$ cat src/rtl/mux2x1.sv
// Registered 2:1 multiplexer with valid tracking, last-select memory and a
// saturating select-change counter. Optional out_parity under MUX2X1_PARITY_EN.
module mux2x1 #(
  parameter int WIDTH = 1,
  parameter int CNT_W = 8
) (
  input  logic             clk,
  input  logic             rst,
  input  logic [WIDTH-1:0] a,
  input  logic [WIDTH-1:0] b,
  input  logic             s,
  input  logic             in_valid,
  output logic [WIDTH-1:0] out,
  output logic             out_valid,
  output logic             sel_last,
  output logic [CNT_W-1:0] sw_count
`ifdef MUX2X1_PARITY_EN
  ,
  output logic             out_parity
`endif
);

  localparam logic [CNT_W-1:0] CNT_MAX = {CNT_W{1'b1}};
  localparam logic [CNT_W-1:0] CNT_ONE = {{(CNT_W-1){1'b0}}, 1'b1};

`ifdef MUX2X1_PARITY_EN
  function automatic logic parity_of(input logic [WIDTH-1:0] v);
    return ^v;
  endfunction
`endif

  logic [WIDTH-1:0] out_d,       out_q;
  logic             out_valid_d, out_valid_q;
  logic             sel_last_d,  sel_last_q;
  logic [CNT_W-1:0] sw_count_d,  sw_count_q;
  // seen_q marks that an input has been accepted since reset, so the first
  // accept only primes sel_last and never counts as a switch.
  logic             seen_d,      seen_q;
`ifdef MUX2X1_PARITY_EN
  logic             parity_d,    parity_q;
`endif

  // Next-state logic: load on accept, otherwise hold.
  always_comb begin
    out_d       = out_q;
    out_valid_d = in_valid;
    sel_last_d  = sel_last_q;
    sw_count_d  = sw_count_q;
    seen_d      = seen_q;
`ifdef MUX2X1_PARITY_EN
    parity_d    = parity_q;
`endif
    if (in_valid) begin
      out_d      = s ? b : a;
      sel_last_d = s;
      seen_d     = 1'b1;
`ifdef MUX2X1_PARITY_EN
      parity_d   = parity_of(s ? b : a);
`endif
      if (seen_q && (s != sel_last_q) && (sw_count_q != CNT_MAX)) begin
        sw_count_d = sw_count_q + CNT_ONE;
      end else begin
        sw_count_d = sw_count_q;
      end
    end else begin
      out_d = out_q;
    end
  end

  // State registers with asynchronous reset.
  always_ff @(posedge clk or posedge rst) begin
    if (rst) begin
      out_q       <= {WIDTH{1'b0}};
      out_valid_q <= 1'b0;
      sel_last_q  <= 1'b0;
      sw_count_q  <= {CNT_W{1'b0}};
      seen_q      <= 1'b0;
`ifdef MUX2X1_PARITY_EN
      parity_q    <= 1'b0;
`endif
    end else begin
      out_q       <= out_d;
      out_valid_q <= out_valid_d;
      sel_last_q  <= sel_last_d;
      sw_count_q  <= sw_count_d;
      seen_q      <= seen_d;
`ifdef MUX2X1_PARITY_EN
      parity_q    <= parity_d;
`endif
    end
  end

  assign out       = out_q;
  assign out_valid = out_valid_q;
  assign sel_last  = sel_last_q;
  assign sw_count  = sw_count_q;
`ifdef MUX2X1_PARITY_EN
  assign out_parity = parity_q;
`endif

endmodule

$ cat config.mk
export PLATFORM = sky130hd
export DESIGN_NAME = mux2x1
export DESIGN_NICKNAME = d
export VERILOG_FILES = /design/src/rtl/mux2x1.sv
export SDC_FILE = /design/constraint.sdc
export NUM_CORES = 1
export LEC_CHECK = 0
export ABC_AREA = 1
export BUFFER_PORTS_ARGS = -buffer_cell sky130_fd_sc_hd__buf_2
export CORE_MARGIN = 5
export CORE_UTILIZATION = 38
export DETAILED_ROUTE_END_ITERATION = 7
export GPL_ROUTABILITY_DRIVEN = 0
export HOLD_SLACK_MARGIN = 0.1
export PLACE_DENSITY = 0.68
export SLEW_MARGIN = 5
export SYNTH_ARGS = -nofsm -noshare
export SYNTH_HDL_FRONTEND = slang
export SYNTH_SLANG_ARGS = --single-unit
$ cat constraint.sdc
create_clock -name clk -period 1.3 [get_ports clk]
set_input_delay 0.195 -clock clk [delete_from_list [all_inputs] [get_ports clk]]
set_output_delay 0.195 -clock clk [all_outputs]
set_load 0.01 [all_outputs]
==> results.json, run 1 <==
{
  "cp-end-kind": "output port",
  "drc": 0,
  "wirelength_mm": 1.495,
  "synth_warnings": 0,
  "holdPathEnd": "out_valid",
  "fp.coreArea_um2": 1727,
  "fp-row-count": 15,
  "initial_core_util_pct": 40.00,
  "cts_tree": "done",
  "drive_gt1_share_pct": 31.25,
  "arrival_ns": 1.05,
  "path_class": "flop to output port",
  "crit_start": "sw_count[1]",
  "nets": 121,
  "setup_viol": 0,
  "setup_tns_ns": 0,
  "first_iter_violations": 11,
  "cts_root_buf": "clkbuf_4",
  "io_pins": 17,
  "clk_path_buf_depth": 2,
  "grt_pass1_wl_mm": 2.401,
  "min_period_ns": 1.246,
  "vias_per_cell": 4.642,
  "avgSynthCellArea_um2": 7.760,
  "final_area_um2": 877.1,
  "syn2layout_area_growth_pct": 26.99,
  "clkTransAtPathRegs_ns": 0.07,
  "worstSetupStartpointType": "flop",
  "p_leak_uw": 0.0004878,
  "p_per_area_nw_per_um2": 1393,
  "rr_endpoint": "sw_count[6]",
  "cts.sinks": 12,
  "synth-seq-area-share_pct": 43.48,
  "dpl_cell_area_um2": 817.0,
  "timing.slew.headroom_pct": 68.58,
  "drtAntennaViolNets": 0,
  "diodes": 0,
  "hp-class": "input pin to flop",
  "die_x_um": 52.63,
  "grt_use_met1_pct": 13.00,
  "rr_startpoint": "sw_count[0]",
  "period_share_pct": 95.86,
  "max_freq_ghz": 0.8025,
  "numCtsBuffers": 3,
  "fin_worst_skew_ns": 0.006240,
  "path_max_fanout": 4,
  "cts_max_level": 1,
  "outcome": "complete, no violations",
  "fp.dieH_um": 52.63,
  "ir_drop_mv": 0.6614,
  "synth-seq-cells": 12,
  "antenna_found_initial": 0,
  "r2r_setup_slack_ns": 0.06,
  "dieArea_um2": 2770,
  "cap_violations": 0,
  "drv_slew": 0,
  "met2_usage_pct": 20.66,
  "required_ns": 1.11,
  "reg2regPathDepth": 8,
  "worstSkewPairLatency_ns": 0.28,
  "globalRouteOverflowTotal": 0,
  "hold_violations": 0,
  "synth.distinct_cells": 17,
  "grt_max_degree": 13,
  "track_usage_pct": 11.90,
  "min_from": "in_valid",
  "grtUsageMet3_pct": 5.698,
  "mappedNetlistNets": 96,
  "grt_busiest_layer": "met2",
  "wl_per_cell_um": 10.91,
  "num-fill-cells": 177,
  "netlist_area_um2": 690.7,
  "first_pass_iters": 4,
  "grt_pass1_vias": 587,
  "dpl.hpwl_mm": 1.111,
  "postSynthCellCount": 89,
  "tightest_slew_ns": 0.4708,
  "via_count": 636,
  "hold_path_depth": 1,
  "portBuffers": 16
}
## where the power goes
group	switching, uW	internal, uW
clock	123	107
combinational	254	207
sequential	83.8	446
total	461	761
## cell families (layout without fill, tap and decap cells)
kind of cell / after synthesis / count (layout) / share of synthesized area [%]
compound gates: 3 / 3 / 2.173
xor+xnor: 2 / 2 / 2.537
simple gates: 60 / 60 / 44.02
fa+ha+maj: 1 / 1 / 1.811
buf+inv: 11 / 34 / 5.978
flops: 12 / 12 / 43.48
## worst max-delay path: stages (launching register included)
cell and delay [ns]:
dfrtp_1 0.39, buf_4 0.13, buf_4 0.13, buf_2 0.13
## how the worst max path moves through the flow
stage | to | slack [ns] | cells after the start
floorplan | sw_count[2] | 0.07 | 8
global placement | sw_count[4] | 0.07 | 8
detailed placement | sw_count[2] | 0.03 | 8
CTS | sw_count[2] | 0.02 | 8
global route | sw_count[4] | -0.02 | 8
finish | sw_count[1] | 0.05 | 3
## state kept, by name, indices dropped and copies added (netlist names)
| signal | cells |
|---|---|
| out | 1 |
| out_valid | 1 |
| seen_q | 1 |
| sw_count | 8 |
| sel_last | 1 |
## cell type report
type	count	area (um^2)	area share (%)
multi-input cells	66	369.1	42.08
flip-flops and latches	12	300.3	34.24
repair buffers	20	112.6	12.84
inverters	11	41.29	4.708
well taps	25	31.28	3.566
clock buffers	3	22.52	2.568
## synth_stat cells
cell,count,area (um^2)
dfrtp_1,12,300.3
ha_1,1,12.51
inv_1,11,41.29
nand2_1,35,131.4
nand2_2,3,18.77
nand2_4,1,11.26
nand3_1,2,10.01
nand3_2,1,10.01
nand3b_1,1,7.510
nand4_1,4,25.02
nor2_1,6,22.52
nor2_2,3,18.77
nor2_4,2,22.52
nor2_8,1,20.02
o21ai_0,3,15.01
or2_2,1,6.260
xor2_1,2,17.52
## repair_timing
action                                 in CTS  in global routing
setup endpoints to repair                   0                  6
endpoints found under the hold margin      12                  0
buffers inserted                            0                  1
hold buffers                                1                  0
gates resized for setup                     0                  4
## stage by stage
step / hold slack (ns) / total power [uW] / setup WS [ns] / std cells / utilization [%]
final: 0.1492 / 1222 / 0.05386 / 137 / 50.80
after global routing: 0.1398 / 1315 / -0.01701 / 137 / 50.80
after CTS: 0.1230 / 1198 / 0.02373 / 136 / 49.20
after detailed placement: 0.2387 / 961.3 / 0.03302 / 132 / 47.32
after global placement: 0.2288 / 955.1 / 0.06729 / 132 / 47.32
after floorplan: 0.05970 / 787.5 / 0.07015 / 89 / -
## layer usage
metal  wire (um)  vias up
met5           0        -
met2         808       17
met1         568      297
li1            -      320
met3         111        2
met4           8        0
## cells in the final DEF (no fill, tap or decap)
cell type      Yosys  layout
buf_4              0       3
dfrtp_1           12      12
nand3_1            2       2
nor2_8             1       1
ha_2               0       1
o21ai_0            3       3
nand4_1            4       4
nand2_4            1       2
or2_2              1       1
dlygate4sd3_1      0       1
nand2_1           35      35
buf_2              0      16
nand3b_1           1       1
nand2_2            3       2
nor2_1             6       6
inv_1             11      11
nor2_2             3       2
clkbuf_4           0       3
nor2_4             2       3
nand3_4            0       1
xor2_1             2       2
Note: power is estimated with default switching activity, not from simulation.
==> run 2: changes to the inputs <==
--- a/config.mk
+++ b/config.mk
@@ -5,14 +5,13 @@
 export SDC_FILE = /design/constraint.sdc
 export NUM_CORES = 1
 export LEC_CHECK = 0
-export ABC_AREA = 1
 export BUFFER_PORTS_ARGS = -buffer_cell sky130_fd_sc_hd__buf_2
 export CORE_MARGIN = 5
 export CORE_UTILIZATION = 38
 export DETAILED_ROUTE_END_ITERATION = 7
 export GPL_ROUTABILITY_DRIVEN = 0
 export HOLD_SLACK_MARGIN = 0.1
-export PLACE_DENSITY = 0.68
+export PLACE_DENSITY = 0.7
 export SLEW_MARGIN = 5
 export SYNTH_ARGS = -nofsm -noshare
 export SYNTH_HDL_FRONTEND = slang
==> results.json, run 2 <==
{
  "fin_worst_skew_ns": 0.003925,
  "drive_gt1_share_pct": 65.52,
  "grt_setup_unrepaired": "true",
  "netlist_area_um2": 580.6,
  "synth_warnings": 0,
  "diodes": 0,
  "wl_met1_um": 575,
  "final_cell_mix": "16 x buf_2, 10 x buf_4, 6 x dfrtp_1, 6 x dfrtp_2",
  "avgSynthCellArea_um2": 10.95,
  "grt_pass1_wl_mm": 2.339,
  "globalRouteOverflowTotal": 0,
  "antenna_found_initial": 0,
  "synth-main-ff-cell": "dfrtp_1",
  "combPwrFrac_pct": 45.8,
  "final_area_um2": 947.2,
  "netlist_top_cells_area": "dfrtp_1 52%, mux2_2 14%, nand3_1 4.3%",
  "die_x_um": 49.09,
  "mappedNetlistNets": 60,
  "tightest_slew_ns": 0.4567,
  "first_pass_iters": 4,
  "hold_path_depth": 2,
  "met2WireLength_um": 688,
  "stdcell_count": 103,
  "nets": 95,
  "yosysMostFrequentCell": "dfrtp_1",
  "wirelength_mm": 1.359,
  "first_iter_violations": 6,
  "setup_ws_ns": -0.06142,
  "switching_share_pct": 36.24,
  "postSynthCellCount": 53,
  "fp-row-count": 14,
  "path_max_fanout": 5,
  "synthArstFlopShare_pct": 100.0,
  "cts_max_level": 1,
  "max_freq_ghz": 0.7345,
  "dpl.hpwl_mm": 1.014,
  "synth-seq-cells": 12,
  "worstSkewPairLatency_ns": 0.27,
  "synth_fa_ha_area_share_pct": 2.155,
  "cp-end-kind": "flop",
  "required_ns": 1.46,
  "cp_slowest_stage_delay_ns": 0.40,
  "vias_per_cell": 5.126,
  "hold_violations": 0,
  "synth_compound_area_share_pct": 5.388,
  "dieArea_um2": 2409,
  "outcome": "finished with violations",
  "dp.cells": 96,
  "numCtsBuffers": 3,
  "grt_max_degree": 13,
  "portBuffers": 16,
  "crit_chain": "ha_4, nand3_4, o2111a_2, mux2_4",
  "wl_met3_um": 89,
  "cts.sinks": 12,
  "syn2layout_area_growth_pct": 63.15,
  "setup_viol": 7,
  "largest_reg_flops": 8,
  "via_count": 528,
  "drc": 0,
  "synth-seq-area-share_pct": 51.72,
  "final_common_cell": "buf_2",
  "rr_endpoint": "sw_count[1]",
  "reg2regPathDepth": 4,
  "wl_per_cell_um": 13.19,
  "track_usage_pct": 12.26,
  "drv_slew": 0,
  "holdPathEnd": "out_valid",
  "synthSimpleGateAreaFrac_pct": 17.24,
  "synth_top_family_by_area": "simple AND/OR/NAND/NOR gates",
  "ir_drop_mv": 1.004,
  "fp.coreArea_um2": 1471,
  "grt_pass1_vias": 544,
  "synth_xor_area_share_pct": 4.526,
  "synth_commonest_cells": "12 x dfrtp_1, 7 x mux2_2, 5 x nand2_1, 5 x nand3_1",
  "min_from": "in_valid",
  "pwr-share-seq_pct": 39.1,
  "p_int_uw": 1002,
  "utilization_pct": 64.37,
  "timing.slew.headroom_pct": 69.52,
  "synth-edff-count": 0,
  "fp.dieH_um": 49.09,
  "power_switching_uw": 569.6,
  "cts_tree": "done",
  "rr_startpoint": "sw_count[0]",
  "hp-class": "input pin to flop",
  "worst_path_max_delay_cell": "dfrtp_2",
  "r2r_setup_slack_ns": -0.06,
  "cts_root_buf": "clkbuf_4",
  "setup_tns_ns": -0.2326,
  "clkTransAtPathRegs_ns": 0.08,
  "p_clk_share_pct": 15.0,
  "worstSetupStartpointType": "flop",
  "arrival_ns": 1.52,
  "drtAntennaViolNets": 0,
  "clk_path_buf_depth": 2,
  "synth.distinct_cells": 18,
  "yosysTopAreaCellShare_pct": 51.72,
  "min_period_ns": 1.361,
  "path_class": "flop to flop",
  "io_pins": 17,
  "dpl_cell_area_um2": 819.5,
  "synthMuxAreaShare_pct": 17.03,
  "violations": "setup timing",
  "p_per_area_nw_per_um2": 1659,
  "cap_violations": 0,
  "period_share_pct": 104.7,
  "initial_core_util_pct": 39.46,
  "routed.top_layer": "met4",
  "dp_slack_ns": -0.08280,
  "p_leak_uw": 0.0004076,
  "synth_top_cell_by_area": "dfrtp_1"
}
[run 2: worst max path at each step]
stage | end | startpoint | cells past startpoint | slack (ns)
after floorplan | sw_count[1] | sw_count[0] | 4 | -0.06
after global placement | sw_count[1] | sw_count[1] | 4 | -0.06
after detailed placement | sw_count[1] | sw_count[1] | 4 | -0.08
after CTS | sw_count[1] | sw_count[4] | 3 | -0.05
after global routing | sw_count[1] | sw_count[0] | 4 | -0.1
final | sw_count[1] | sw_count[0] | 4 | -0.06
[run 2: power by group through the flow]
| stage | Combinational (uW) | Clock (uW) | Sequential, uW |
|---|---|---|---|
| 2_1_floorplan | 264 | 0 | 642 |
| 3_3_place_gp | 579 | 0 | 583 |
| 3_5_place_dp | 600 | 0 | 589 |
| 4_1_cts | 616 | 253 | 582 |
| 5_1_grt | 786 | 277 | 636 |
| 6_report | 720 | 236 | 615 |
[run 2: timing repair]
action / CTS / global route
hold buffers: 1 / 0
resized for setup: 3 / 16
endpoints found under the setup margin: 6 / 8
hold endpoints to repair: 12 / 0
setup buffers: 2 / 0
pin swaps: 4 / 9
[run 2: layout make-up]
cell class,count,area (um^2)
well taps,16,20.02
flip-flops and latches,12,307.8
multi-input cells,38,382.9
repair buffers,30,198.9
fillers,129,524.3
clock buffers,4,26.28
inverters,3,11.26
[run 2: through the flow]
| step | hold slack (ns) | total power, uW |
|---|---|---|
| finish | 0.1952 | 1572 |
| global route | 0.1807 | 1698 |
| CTS | 0.1757 | 1451 |
| detailed placement | 0.2397 | 1188 |
| global placement | 0.2261 | 1162 |
| floorplan | 0.05950 | 905.7 |
[run 2: worst max-delay path, delay by kind of cell (launching register included)]
kind	cells	cell delay, ns
AO/OA/AOI/OAI	1	0.29
AND/OR/NAND/NOR	1	0.08
adder cells (fa/ha/maj)	1	0.18
multiplexers	1	0.29
flip-flops	1	0.40
[run 2: logic make-up after synthesis]
group	Yosys count
AOI/OAI and AO/OA	5
xor gates and xnor gates	3
adders and majority gates	1
buffers and inverters	3
DFF	12
muxes	9
and+or+nand+nor	20
[run 2: routing by layer]
metal	global-route usage [%]	up-vias
li1	-	261
met1	14.48	248
met2	19.96	17
met3	3.976	2
met4	5.381	0
met5	0	-
